$ cat src/rtl/vram_arbiter.sv
// Single-port frame-memory arbiter: scan-out reads win, buffered pixel writes and a
// full-screen clear engine use blanking cycles. Optional write clipping: VRAM_ARB_CLIP_EN.
module vram_arbiter #(
   parameter int FIFO_DEPTH = 4,
   parameter int H_RES      = 640,
   parameter int V_RES      = 480
) (
   input  logic        pix_clk,
   input  logic        rst,
   input  logic [11:0] pix_x,
   input  logic [11:0] pix_y,
   input  logic        pix_valid,
   output logic [11:0] pix_data,
   input  logic        wr_valid,
   output logic        wr_ready,
   input  logic [11:0] wr_x,
   input  logic [11:0] wr_y,
   input  logic [11:0] wr_data,
   output logic        wr_err,
   input  logic        clr_req,
   input  logic [11:0] clr_color,
   output logic        clr_busy,
   output logic        mem_en,
   output logic        mem_we,
   output logic [18:0] mem_addr,
   output logic [11:0] mem_din,
   input  logic [11:0] mem_dout
);

   localparam int          AW        = $clog2(FIFO_DEPTH);
   localparam logic [18:0] LAST_ADDR = 19'(H_RES * V_RES - 1);

   function automatic logic [18:0] addr_of(input logic [11:0] x, input logic [11:0] y);
      logic [18:0] yy;
      yy = {7'd0, y};
      if (H_RES == 640)
         return (yy << 9) + (yy << 7) + {7'd0, x};
      else
         return 19'(yy * 19'(H_RES)) + {7'd0, x};
   endfunction

   typedef enum logic {IDLE, RUN} clr_state_t;

   clr_state_t  state_reg, state_next;
   logic [18:0] clr_cnt_reg, clr_cnt_next;
   logic [11:0] clr_color_reg, clr_color_next;
   logic        clr_own;

   logic [30:0]   fifo_mem [FIFO_DEPTH];
   logic [AW-1:0] wr_ptr_reg, rd_ptr_reg;
   logic [AW:0]   count_reg;
   logic          fifo_empty, fifo_full;
   logic          push, pop;
   logic [30:0]   head;
   logic          pix_valid_reg;

   assign fifo_empty = (count_reg == '0);
   assign fifo_full  = (count_reg == (AW+1)'(FIFO_DEPTH));
   assign wr_ready   = !fifo_full;
   assign head       = fifo_mem[rd_ptr_reg];
   assign clr_busy   = (state_reg == RUN);

`ifdef VRAM_ARB_CLIP_EN
   logic in_range, wr_err_reg;
   assign in_range = (wr_x < 12'(H_RES)) && (wr_y < 12'(V_RES));
   assign push     = wr_valid && wr_ready && in_range;
   assign wr_err   = wr_err_reg;

   // Out-of-range writes are acknowledged but dropped, flagged one cycle later.
   always_ff @(posedge pix_clk) begin
      if (rst) wr_err_reg <= 1'b0;
      else     wr_err_reg <= wr_valid && wr_ready && !in_range;
   end
`else
   assign push   = wr_valid && wr_ready;
   assign wr_err = 1'b0;
`endif

   // Port ownership: scan-out, then clear engine, then FIFO head, else idle.
   always_comb begin
      mem_en   = 1'b0;
      mem_we   = 1'b0;
      mem_addr = '0;
      mem_din  = '0;
      clr_own  = 1'b0;
      pop      = 1'b0;
      if (pix_valid) begin
         mem_en   = 1'b1;
         mem_addr = addr_of(pix_x, pix_y);
      end else if (state_reg == RUN) begin
         mem_en   = 1'b1;
         mem_we   = 1'b1;
         mem_addr = clr_cnt_reg;
         mem_din  = clr_color_reg;
         clr_own  = 1'b1;
      end else if (!fifo_empty) begin
         mem_en   = 1'b1;
         mem_we   = 1'b1;
         mem_addr = head[30:12];
         mem_din  = head[11:0];
         pop      = 1'b1;
      end
   end

   always_comb begin
      state_next     = state_reg;
      clr_cnt_next   = clr_cnt_reg;
      clr_color_next = clr_color_reg;
      case (state_reg)
         IDLE: begin
            if (clr_req) begin
               state_next     = RUN;
               clr_cnt_next   = '0;
               clr_color_next = clr_color;
            end
         end
         RUN: begin
            if (clr_own) begin
               if (clr_cnt_reg == LAST_ADDR) state_next = IDLE;
               else                          clr_cnt_next = clr_cnt_reg + 19'd1;
            end
         end
         default: state_next = IDLE;
      endcase
   end

   always_ff @(posedge pix_clk) begin
      if (rst) begin
         state_reg     <= IDLE;
         clr_cnt_reg   <= '0;
         clr_color_reg <= '0;
      end else begin
         state_reg     <= state_next;
         clr_cnt_reg   <= clr_cnt_next;
         clr_color_reg <= clr_color_next;
      end
   end

   // Storage has no reset; validity is tracked solely by the pointers and count.
   always_ff @(posedge pix_clk) begin
      if (push) fifo_mem[wr_ptr_reg] <= {addr_of(wr_x, wr_y), wr_data};
   end

   always_ff @(posedge pix_clk) begin
      if (rst) begin
         wr_ptr_reg <= '0;
         rd_ptr_reg <= '0;
         count_reg  <= '0;
      end else begin
         if (push) wr_ptr_reg <= wr_ptr_reg + AW'(1);
         if (pop)  rd_ptr_reg <= rd_ptr_reg + AW'(1);
         case ({push, pop})
            2'b10:   count_reg <= count_reg + (AW+1)'(1);
            2'b01:   count_reg <= count_reg - (AW+1)'(1);
            default: count_reg <= count_reg;
         endcase
      end
   end

   always_ff @(posedge pix_clk) begin
      if (rst) pix_valid_reg <= 1'b0;
      else     pix_valid_reg <= pix_valid;
   end

   assign pix_data = pix_valid_reg ? mem_dout : 12'h000;

endmodule

$ cat config.mk
export PLATFORM = sky130hd
export DESIGN_NAME = vram_arbiter
export DESIGN_NICKNAME = d
export VERILOG_FILES = /design/src/rtl/vram_arbiter.sv
export SDC_FILE = /design/constraint.sdc
export NUM_CORES = 1
export LEC_CHECK = 0
export ABC_AREA = 0
export BUFFER_PORTS_ARGS = -buffer_cell sky130_fd_sc_hd__buf_2
export CAP_MARGIN = 20
export CELL_PAD_IN_SITES_DETAIL_PLACEMENT = 0
export CELL_PAD_IN_SITES_GLOBAL_PLACEMENT = 1
export CORE_MARGIN = 3
export CORE_UTILIZATION = 48
export CTS_BUF_LIST = sky130_fd_sc_hd__clkbuf_8
export DETAILED_ROUTE_END_ITERATION = 12
export PLACE_DENSITY = 0.93
export SLEW_MARGIN = 15
export SYNTH_ARGS = -nofsm -noshare
export SYNTH_HDL_FRONTEND = slang
export SYNTH_SLANG_ARGS = --single-unit
$ cat constraint.sdc
create_clock -name pix_clk -period 3.1 [get_ports pix_clk]
set_input_delay 0.31 -clock pix_clk [delete_from_list [all_inputs] [get_ports pix_clk]]
set_output_delay 0.31 -clock pix_clk [all_outputs]
set_load 0.01 [all_outputs]
# Yosys cells after proc, flatten, opt, wreduce, memory -nomap -nowiden
# Memory sizes are Yosys's and may differ from the RTL's. A register that Yosys moved wholly into a read port is not among the register bits.
# Cells that the tools add are included.
# totals
input_bits,89
ff_bits,40
output_inout_bits,48
word_cells,60
ramBits,124
mem_count,1
# memory_table
memory,depth,width,rd,rd_ports_with_merged_regs,wr,line,text
fifo_mem,4,31,1,1,1,49,logic [30:0] fifo_mem [FIFO_DEPTH];
# op_classes
bitwise,1
muxes,29
n_eq_ne,7
add_sub_neg,9
n_reduce_logical,6
# op_table
operator,n
19-bit two-way mux,7
12-bit two-way mux,4
19-bit by 12-bit adder with 19-bit output,2
19-bit adder,2
19-bit one-hot mux with 2 select lines,1
"19-bit by 1-bit adder with 19-bit output, second input constant",1
"19-bit == test, second input constant",1
1-bit two-way mux,13
3-bit one-hot mux with 2 select lines,1
"2-bit by 1-bit adder with 2-bit output, second input constant",2
2-bit two-way mux,2
"2-bit inequality test, second input constant",2
"3-bit by 1-bit adder with 3-bit output, second input constant",1
"3-bit == test, second input constant",1
3-bit zero test,1
3-bit AND reduction,1
"3-bit by 1-bit subtractor with 3-bit output, second input constant",1
"2-bit by 1-bit == test with 1-bit output, second input constant",1
"2-bit == test, second input constant",1
"2-bit by 1-bit inequality test with 1-bit output, second input constant",1
1-bit one-hot mux with 2 select lines,1
2-bit AND reduction,1
2-bit nonzero test,1
1-bit logical AND,1
2 further kinds,2

# Longest topological paths before layout
# Gate-level depths: netlist of the first run.
# logic_depth
ltp_word,6
mapped_depth,10
ltp_nobuf,10

# Worst setup path before layout of the first run
# OpenSTA, ideal clock, no wires.
# synth_timing
path_type,register to register
startpoint,"reg state_reg, in the netlist clr_busy"
endpoint,reg count_reg[2]
path_buffers,2
period_less_slack_ns,2.566
required_ns,3.030
slack_ns,0.534
setup_ns,0.070
stages_incl_launch_ff,10
arrival_ns,2.497
cell_sequence,dfxtp_1 -> clkbuf_1 -> nor3_2 -> clkbuf_1 -> ha_1 -> inv_1 -> fa_1 -> xor2_1 -> or3_1 -> a21oi_1
# synth_between
elab_chain_len,4
word_cells_on_any_way,6
classes_between,2 x eq/ne; 3 x mux; 1 x reduce/logical
# synth_rtl
element,line,text
start: declaration,44,"clr_state_t state_reg, state_next;"
start signal: assignment,133,state_reg <= state_next;
1-bit two-way mux *,90,end else if (state_reg == RUN) begin
1-bit two-way mux *,87,if (pix_valid) begin
via pop,53,"logic push, pop;"
2-bit by 1-bit == test with 1-bit output or 2-bit == test (tied branches),152,"case ({push, pop})"
3-bit one-hot mux with 2 select lines or 2-bit nonzero test (tied branches),-,
end signal: assignment,153,2'b10: count_reg <= count_reg + (AW+1)'(1);
end signal: assignment,154,2'b01: count_reg <= count_reg - (AW+1)'(1);
end signal: assignment,155,default: count_reg <= count_reg;
end: declaration,51,logic [AW:0] count_reg;
# Mark *: on every way through the listed nets, which the timed path passes. The rest lies on a longest branch.
# A chain may end at the register's enable or synchronous reset.

# Worst setup path after layout of the first run
# layout_timing
startpoint,in pix_x[9]
endpoint,out mem_addr[18]
# layout_between
elab_chain_len,2
# layout_rtl
element,line,text
start: declaration,10,"input logic [11:0] pix_x,"
19-bit by 12-bit adder with 19-bit output,37,"return (yy << 9) + (yy << 7) + {7'd0, x};"
19-bit two-way mux,87,
end: declaration,25,"output logic [18:0] mem_addr,"
# No other way between the ends.

==> results of run 1 <==
==> path summary, 6_finish.rpt <==
| kind | endpoint | slack [ns] | depth (start not counted) |
|---|---|---|---|
| setup / recovery | mem_addr[18] | 0.23 | 11 |
| hold / removal | fifo_mem[3][7]$_DFFE_PP_ | 0.06 | 1 |
| setup reg to reg | count_reg[2]$_SDFFE_PP0P_ | 0.78 | 10 |
| hold reg to reg | clr_color_reg[0]$_SDFFE_PP0P_ | 0.47 | 2 |
==> per-layer routing <==
metal  GRT usage (%)  routed length (microns)  up-vias  part of all wire (%)
met1            26.0                     7710     2884                    41
met4            7.14                      448        0                   2.4
met3            3.76                     1170       44                   6.2
met2            34.7                     9560      220                    51
met5               0                        0        -                     0
li1                -                        -     2744                     -
==> cells by family after synthesis <==
logic type                 after synthesis  share of synthesized area, %
and+or+nand+nor                        169                          10.8
DFF                                    166                          54.8
AOI/OAI and AO/OA                      136                          11.6
buffers and inverters                   56                          3.18
adders and majority gates               51                          8.47
muxes                                   33                          8.63
xor gates and xnor gates                24                          2.52
other                                    1                        0.0450
==> critical path, stage by stage <==
cell and delay [ns]:
buf_2 0.07, inv_1 0.05, fa_1 0.53, inv_1 0.07, fa_1 0.45, a21oi_1 0.25
o211ai_1 0.19, o22ai_1 0.24, xnor2_1 0.11, o21ai_0 0.14, buf_2 0.15
==> final cells by class <==
class                   instances  share of cell area (%)
flip-flops and latches        166                    47.5
multi-input cells             414                    36.5
repair buffers                146                    7.89
well taps                     220                    2.86
clock buffers                  17                    2.43
clock inverters                15                    1.73
inverters                      27                    1.05
diodes                          2                  0.0521
==> layout by cell type, fill, tap and decap left out, types with 9 or more instances in the layout <==
cell | netlist | final
a21oi_1 | 37 | 37
a22o_1 | 12 | 12
a22oi_1 | 13 | 13
and2_1 | 15 | 15
buf_2 | 4 | 135
buf_4 | 1 | 11
clkbuf_8 | 3 | 17
dfxtp_1 | 42 | 41
edfxtp_1 | 124 | 124
fa_1 | 9 | 9
ha_1 | 42 | 42
inv_1 | 27 | 27
mux4_2 | 31 | 31
nand2_1 | 57 | 57
nand3_1 | 21 | 21
nor2_1 | 21 | 21
o21ai_0 | 17 | 17
xnor2_1 | 16 | 16
==> power breakdown <==
part	switching, mW	internal, mW	leakage, nW
clock	0.892	0.616	0.204
sequential	0.102	2.66	1.48
combinational	0.907	0.699	1.97
total	1.90	3.97	3.65
==> synth_stat cells, types with 8 or more instances <==
cell type and count:
a22o_1 12, edfxtp_1 124, a21oi_1 37, inv_1 27, xnor2_1 16, nand2_1 57
and2_1 15, dfxtp_1 42, clkbuf_1 18, o21ai_0 17, xor2_1 8, mux4_2 31
and3_1 8, fa_1 9, nor2_1 21, ha_1 42, a22oi_1 13, nand3_1 21
==> through the flow <==
stage	setup slack (ns)	instances	instance area, sq um
after floorplan	0.534	636	8330
after global placement	0.296	973	9210
after detailed placement	0.215	973	9210
after CTS	0.251	1005	9610
after global routing	0.0528	1006	9610
final	0.226	1007	9610
==> results.md, run 1 <==
* Status: complete, no violations
* Initial core utilization at 49.7%
* H-tree depth reported by CTS at 4
* Via count at 5892
* Vias in the first global route at 5878
* Multi-input logic area at 0.00350 sq mm
* FMAX at 348 MHz
* Average vias per placed instance at 5.85
* Lkg Pwr at 3.65 nW
* Largest area contributor in the netlist: edfxtp_1
* Post-DP HPWL at 13.7 mm
* Final Skew at 0.0132 ns
* WP data required at 2.79 ns
* Register Area at 0.00457 sq mm
* # DRC at 0
* Cts hold-fix bufs at 0
* Filler cell count at 1382
* Final Hold Fails at 0
* Critical path launch point: pix_x[9]
* Sequential area share after synthesis at 54.8%
* CP Max Fanout at 3
* Area Overhead vs Synth at 15.3%
* Final period util at 92.7%
* WL final at 18.9 mm
* Die Y at 138 microns
* Clk slew on worst S/H paths at 0.10 ns
* Min-delay worst type: input pin to flip-flop
* Slew @ Worst Pin at 0.981 ns
* Worst path arrival time at 2.56 ns
* Port buffer count at 135
* Share of layout cells above drive strength 1 at 29.2%
* CTS root buffer: clkbuf_8
* Min cycle time layout at 2.87 ns
* Clock tree from TritonCTS: done
* First-pass GRT wire length at 29.8 mm
* TritonRoute pass-1 iters at 5
* Syn Inst Count at 636
* Row cnt at 47
* Max FFs per register at 124
* WL/cell at 18.8 microns
* Clock Latency Late Sink at 0.46 ns
* Post-Synthesis Cell Area at 0.00833 sq mm
* Cell variety after synth at 73
* Syn nets at 776
* Die ar. at 0.0190 sq mm
* Overall Global Routing Usage at 20.3%
* Ports at 137
* Post-CTS Setup Inserts at 0
* R2r startpoint: count_reg[0]$_SDFFE_PP0P_
* Final Wtd Congestion at 0.916
* Global route overflow at 0
* CP Launch Type: input pin
* Average footprint of a synthesized cell at 13.1 sq um
* VDD IR max at 0.000311 V
* Async SR Flop Fraction at 0%
* RSZ-0062 raised after global routing: false
* Layout Nets at 912
* Max capacitance violation total at 0
* EDFF count, synth at 124
* Clock Sinks at 166
* Critical path class: input pin to output port
* Die W at 138 microns
* Setup TNS at 0 ns
* Yosys warnings at 0
* Antenna violations before repair at 1
* Largest net degree at the start of global routing at 43
* Hold_sp: wr_data[7]
* Setup violators final at 0
* Total chip power at 5.87 mW
* Slew HR at 34.4%
* Area share of the largest cell type after synthesis at 44.7%
* Post-CTS sizing at 0
* Pwr Density at 611 mW/mm^2
* Slew Limit Fails at 0
* Crit path capture type: output port
* Yosys reg bits at 166
* Initial drt markers at 539
* Final core utilization at 57.3%
* Inserted Clock Buffers at 17
* DRT antenna net count at 0
* Core area at 0.0168 sq mm
* Synth Flop Type: edfxtp_1
* CTS Buffer Depth at 2
* WHS at 0.0594 ns
* Synth top area cells: edfxtp_1 45%, dfxtp_1 10%, mux4_2 8.4%
Power figures use the tool's default switching activity.
==> run 2, diff against run 1 <==
--- a/config.mk
+++ b/config.mk
@@ -14,6 +14,7 @@
 export CORE_UTILIZATION = 48
 export CTS_BUF_LIST = sky130_fd_sc_hd__clkbuf_8
 export DETAILED_ROUTE_END_ITERATION = 12
+export GPL_ROUTABILITY_DRIVEN = 0
 export PLACE_DENSITY = 0.93
 export SLEW_MARGIN = 15
 export SYNTH_ARGS = -nofsm -noshare
==> constraint.sdc (replaced) <==
create_clock -name pix_clk -period 2.96 [get_ports pix_clk]
set_input_delay 0.296 -clock pix_clk [delete_from_list [all_inputs] [get_ports pix_clk]]
set_output_delay 0.296 -clock pix_clk [all_outputs]
set_load 0.01 [all_outputs]
==> run 2 against run 1 <==
Cell count about the same. Die area is the same. Largest cell class unchanged. Flip-flop and latch count unchanged. Combinational power is 5% higher. Critical endpoint is now mem_addr[17]. Largest power group unchanged. First-iteration DRC count down 12%. Register-to-register slack lost 0.15 ns. Global-route usage shrank 0.48 points. Clock-buffer cell count is the same.
==> results.md, run 2 (same netlist as run 1, synthesis figures left out) <==
* Final cell count without fillers at 1006
* Crit path capture type: output port
* TritonRoute pass-1 iters at 6
* Slew HR at 31.6%
* # DRC at 0
* Clock Latency Late Sink at 0.45 ns
* Critical path class: input pin to output port
* Overall Global Routing Usage at 19.8%
* Placed insts at 974
* Slew @ Worst Pin at 1.03 ns
* Global route overflow at 0
* Clk slew on worst S/H paths at 0.11 ns
* Setup violators final at 0
* Final period util at 94.8%
* Inserted Clock Buffers at 17
* Min-delay worst type: input pin to flip-flop
* Initial core utilization at 49.7%
* Die ar. at 0.0190 sq mm
* DRT antenna net count at 0
* First-pass GRT wire length at 29.1 mm
* Delay-heaviest family, CP: compound AO/OA/AOI/OAI gates
* Setup TNS at 0 ns
* Post-CTS sizing at 0
* Worst path arrival time at 2.51 ns
* Die W at 138 microns
* Die Y at 138 microns
* Lkg Pwr at 3.65 nW
* Crit path max-delay cell type: a2111oi_0
* Row cnt at 47
* Initial drt markers at 476
* Buf/Inv on CP at 2
* CTS root buffer: clkbuf_8
* Final Hold Fails at 0
* Area Overhead vs Synth at 15.5%
* Status: complete, no violations
* WL final at 18.6 mm
* Ant diodes at 0
* Final WS setup at 0.155 ns
* Filler cell count at 1335
* FMAX at 357 MHz
* Min cycle time layout at 2.80 ns
* Cell Chain, Critical Path: buf_2, ha_1, ha_1, a2111oi_0, o2bb2ai_1, o31ai_1, xnor2_1, o21ai_0, buf_2
* CP Launch Type: input pin
* CP Max Fanout at 4
* Core area at 0.0168 sq mm
* H-tree depth reported by CTS at 4
* Cts hold-fix bufs at 0
* Largest net degree at the start of global routing at 43
* Most common cell after layout, fill and taps aside: buf_2
* Post-CTS Setup Inserts at 0
* CP max stage delay at 0.60 ns
* Max FFs per register at 124
* Antenna violations before repair at 0
* Via count at 5852
* Slew Limit Fails at 0
* Port buffer count at 135
* Clock Sinks at 166
* WP data required at 2.66 ns
* RSZ-0062 raised after global routing: false
* WL/cell at 18.5 microns
* Clock tree from TritonCTS: done
* CTS Buffer Depth at 2
* VDD IR max at 0.000484 V
* Share of layout cells above drive strength 1 at 29.5%
* Final Skew at 0.0144 ns
* Vias in the first global route at 5818
* Ports at 137
* Most frequent cells in the layout: 135 x buf_2, 124 x edfxtp_1, 57 x nand2_1
* Average vias per placed instance at 5.82
* Layout Nets at 913
* Pwr Density at 638 mW/mm^2
* Max capacitance violation total at 0
* Post-DP HPWL at 13.6 mm
* Pre-CTS setup slack at 0.154 ns
-- run 2: cell types whose count changed in the layout (fill, tap and decap cells not counted), sizes merged --
cell / before / now
clkinv: 4 / 5
inv: 38 / 36
diode: 2 / 0
buf: 146 / 147
clkinvlp: 0 / 1
-- run 2: final timing paths --
check | from | end | slack [ns] | cells past startpoint
worst max register to register | clr_busy$_SDFF_PP0_ | clr_cnt_reg[18]$_SDFFE_PP0P_ | 0.63 | 5
worst min-delay path | wr_data[10] | fifo_mem[1][10]$_DFFE_PP_ | 0.05 | 1
worst max-delay path | pix_y[7] | mem_addr[17] | 0.16 | 9
worst min register to register | clr_color_reg[2]$_SDFFE_PP0P_ | clr_color_reg[2]$_SDFFE_PP0P_ | 0.47 | 2
-- run 2: area by class of cell --
cell class / count / area, sq um / share of cell area [%]
Clock buffer: 17 / 234 / 2.43
Clock inverter: 15 / 170 / 1.77
Inverter: 27 / 101 / 1.05
Multi-Input combinational cell: 414 / 3510 / 36.5
Sequential cell: 166 / 4570 / 47.4
Tap cell: 220 / 275 / 2.86
Timing Repair Buffer: 147 / 766 / 7.96
-- run 2: layer usage --
layer | global-route usage (%) | vias up | routed length (microns)
li1 | - | 2731 | -
met1 | 25.3 | 2857 | 7640
met2 | 33.6 | 234 | 9330
met3 | 4.20 | 30 | 1250
met4 | 6.70 | 0 | 383
met5 | 0 | - | 0
-- run 2: stage by stage --
stage                     total power [mW]  hold WS, ns  utilization, %  cell area [sq um]
after floorplan                       4.04        0.395               -               8330
after global placement                4.56        0.445            55.0               9210
after detailed placement              4.63        0.455            55.0               9210
after CTS                             6.19       0.0259            57.4               9620
after global routing                  6.46       0.0294            57.4               9620
final                                 6.14       0.0547            57.4               9620
-- run 2: power by group --
part,switching [mW],internal (mW),total (mW)
combinational,0.962,0.732,1.69
clock,0.927,0.644,1.57
sequential,0.0951,2.78,2.88
total,1.98,4.16,6.14
==> run 3, diff against run 2 <==
==> constraint.sdc (replaced) <==
create_clock -name pix_clk -period 2.96 [get_ports pix_clk]
set_input_delay 0 -clock pix_clk [delete_from_list [all_inputs] [get_ports pix_clk]]
set_output_delay 0 -clock pix_clk [all_outputs]
set_load 0.01 [all_outputs]
==> run 3 against run 2 <==
Setup slack improved by 0.26 ns. Sequential share of layout area decreased by 1.7 points. Clock power increased by 6%. Final area increased by 3.8%. Largest cell class unchanged. Combinational power increased by 3%. Register-to-register slack improved by 0.06 ns. Clock-buffer cell count unchanged. Critical path type is now flip-flop to output port. Core utilization increased by 2.2 points. Critical path depth decreased by 4. Largest power group unchanged. Global-route usage increased by 0.90 points. Routed wire length increased by 4.8%.
==> results.md, run 3 (same netlist as run 1, synthesis figures left out) <==
* Status: complete, no violations
* Ant diodes at 0
* Pwr Density at 632 mW/mm^2
* Slew Limit Fails at 0
* Inserted Clock Buffers at 17
* Largest net degree at the start of global routing at 43
* Layout Nets at 948
* Via count at 6040
* Final period util at 85.8%
* Most common cell after layout, fill and taps aside: buf_2
* Lkg Pwr at 3.81 nW
* TritonRoute pass-1 iters at 5
* Global route overflow at 0
* Antenna violations before repair at 0
* Port buffer count at 135
* DRT antenna net count at 0
* Post-CTS Setup Inserts at 0
* WL/cell at 18.7 microns
* Clock Latency Late Sink at 0.44 ns
* Die Y at 138 microns
* Row cnt at 47
* Post-CTS sizing at 0
* Post-DP Area at 0.00921 sq mm
* CP Launch Type: flip-flop
* Max capacitance violation total at 0
* FMAX at 394 MHz
* CP Max Fanout at 15
* Setup TNS at 0 ns
* Clock tree from TritonCTS: done
* Final Hold Fails at 0
* # DRC at 0
* Filler cell count at 1291
* Area Overhead vs Synth at 19.8%
* Cts hold-fix bufs at 35
* Initial drt markers at 533
* Post-DP HPWL at 13.7 mm
* Average vias per placed instance at 5.80
* Min cycle time layout at 2.54 ns
* H-tree depth reported by CTS at 4
* Min-delay worst type: input pin to flip-flop
* Slew @ Worst Pin at 1.05 ns
* Critical path class: flip-flop to output port
* Max FFs per register at 124
* Clk slew on worst S/H paths at 0.10 ns
* Final Skew at 0.00995 ns
* Clock Sinks at 166
* First-pass GRT wire length at 30.1 mm
* Overall Global Routing Usage at 20.7%
* CTS Buffer Depth at 2
* Ports at 137
* Vias in the first global route at 5906
* Slew HR at 30.2%
* Share of layout cells above drive strength 1 at 28.0%
* Die ar. at 0.0190 sq mm
* CTS root buffer: clkbuf_8
* Crit path capture type: output port
* Setup violators final at 0
* Most frequent cells in the layout: 135 x buf_2, 124 x edfxtp_1, 57 x nand2_1
* WL final at 19.5 mm
* Core area at 0.0168 sq mm
* RSZ-0062 raised after global routing: false
* Design area at 0.00999 sq mm
* Initial core utilization at 49.7%
* Worst path arrival time at 2.54 ns
* VDD IR max at 0.000320 V
* Die W at 138 microns
* WP data required at 2.96 ns
## run 3: cell type report
class                           instances  area [sq um]  area share (%)
Clock buffer                           17           234            2.34
Clock inverter                         15           190            1.90
Inverter                               27           101            1.01
Multi-Input combinational cell        414          3500            35.1
Sequential cell                       166          4570            45.7
Tap cell                              220           275            2.76
Timing Repair Buffer                  182          1120            11.2
## run 3: power breakdown
part / internal [mW] / total (mW) / leakage (nW) / switching [mW]
combinational: 0.766 / 1.74 / 2.12 / 0.971
sequential: 2.78 / 2.90 / 1.48 / 0.122
clock: 0.790 / 1.67 / 0.209 / 0.882
total: 4.34 / 6.31 / 3.81 / 1.98
## run 3: worst paths after layout
kind	startpoint	endpoint	slack, ns	depth (start not counted)
worst min-delay path	wr_x[8]	fifo_mem[1][20]$_DFFE_PP_	0.09	3
worst max register to register	count_reg[2]$_SDFFE_PP0P_	count_reg[2]$_SDFFE_PP0P_	0.69	9
worst min register to register	clr_color_reg[7]$_SDFFE_PP0P_	clr_color_reg[7]$_SDFFE_PP0P_	0.47	2
worst max-delay path	flip-flop	mem_addr[3]	0.42	5
## run 3: critical path, stage by stage (launching register included)
cell,delay (ns)
dfxtp_2,0.67
buf_4,0.28
mux4_2,0.52
a22oi_1,0.32
o21ai_0,0.13
buf_2,0.15
## run 3: per-stage QoR
| step | util, % | hold WS [ns] | std cells | total power [mW] | worst slack, ns |
|---|---|---|---|---|---|
| 5_1_grt | 59.6 | 0.0693 | 1041 | 6.63 | 0.258 |
| 6_report | 59.6 | 0.0859 | 1041 | 6.31 | 0.419 |
| 4_1_cts | 59.6 | 0.0624 | 1041 | 6.34 | 0.391 |
| 3_5_place_dp | 55.0 | 0.221 | 974 | 4.65 | 0.428 |
| 2_1_floorplan | - | 0.0989 | 636 | 4.04 | 0.394 |
| 3_3_place_gp | 55.0 | 0.211 | 974 | 4.56 | 0.534 |
## run 3: metal layers
layer / wire length, microns / GRT usage (%)
met1: 7800 / 25.9
met4: 457 / 8.18
met3: 1140 / 3.98
met5: 0 / 0
met2: 10100 / 35.5
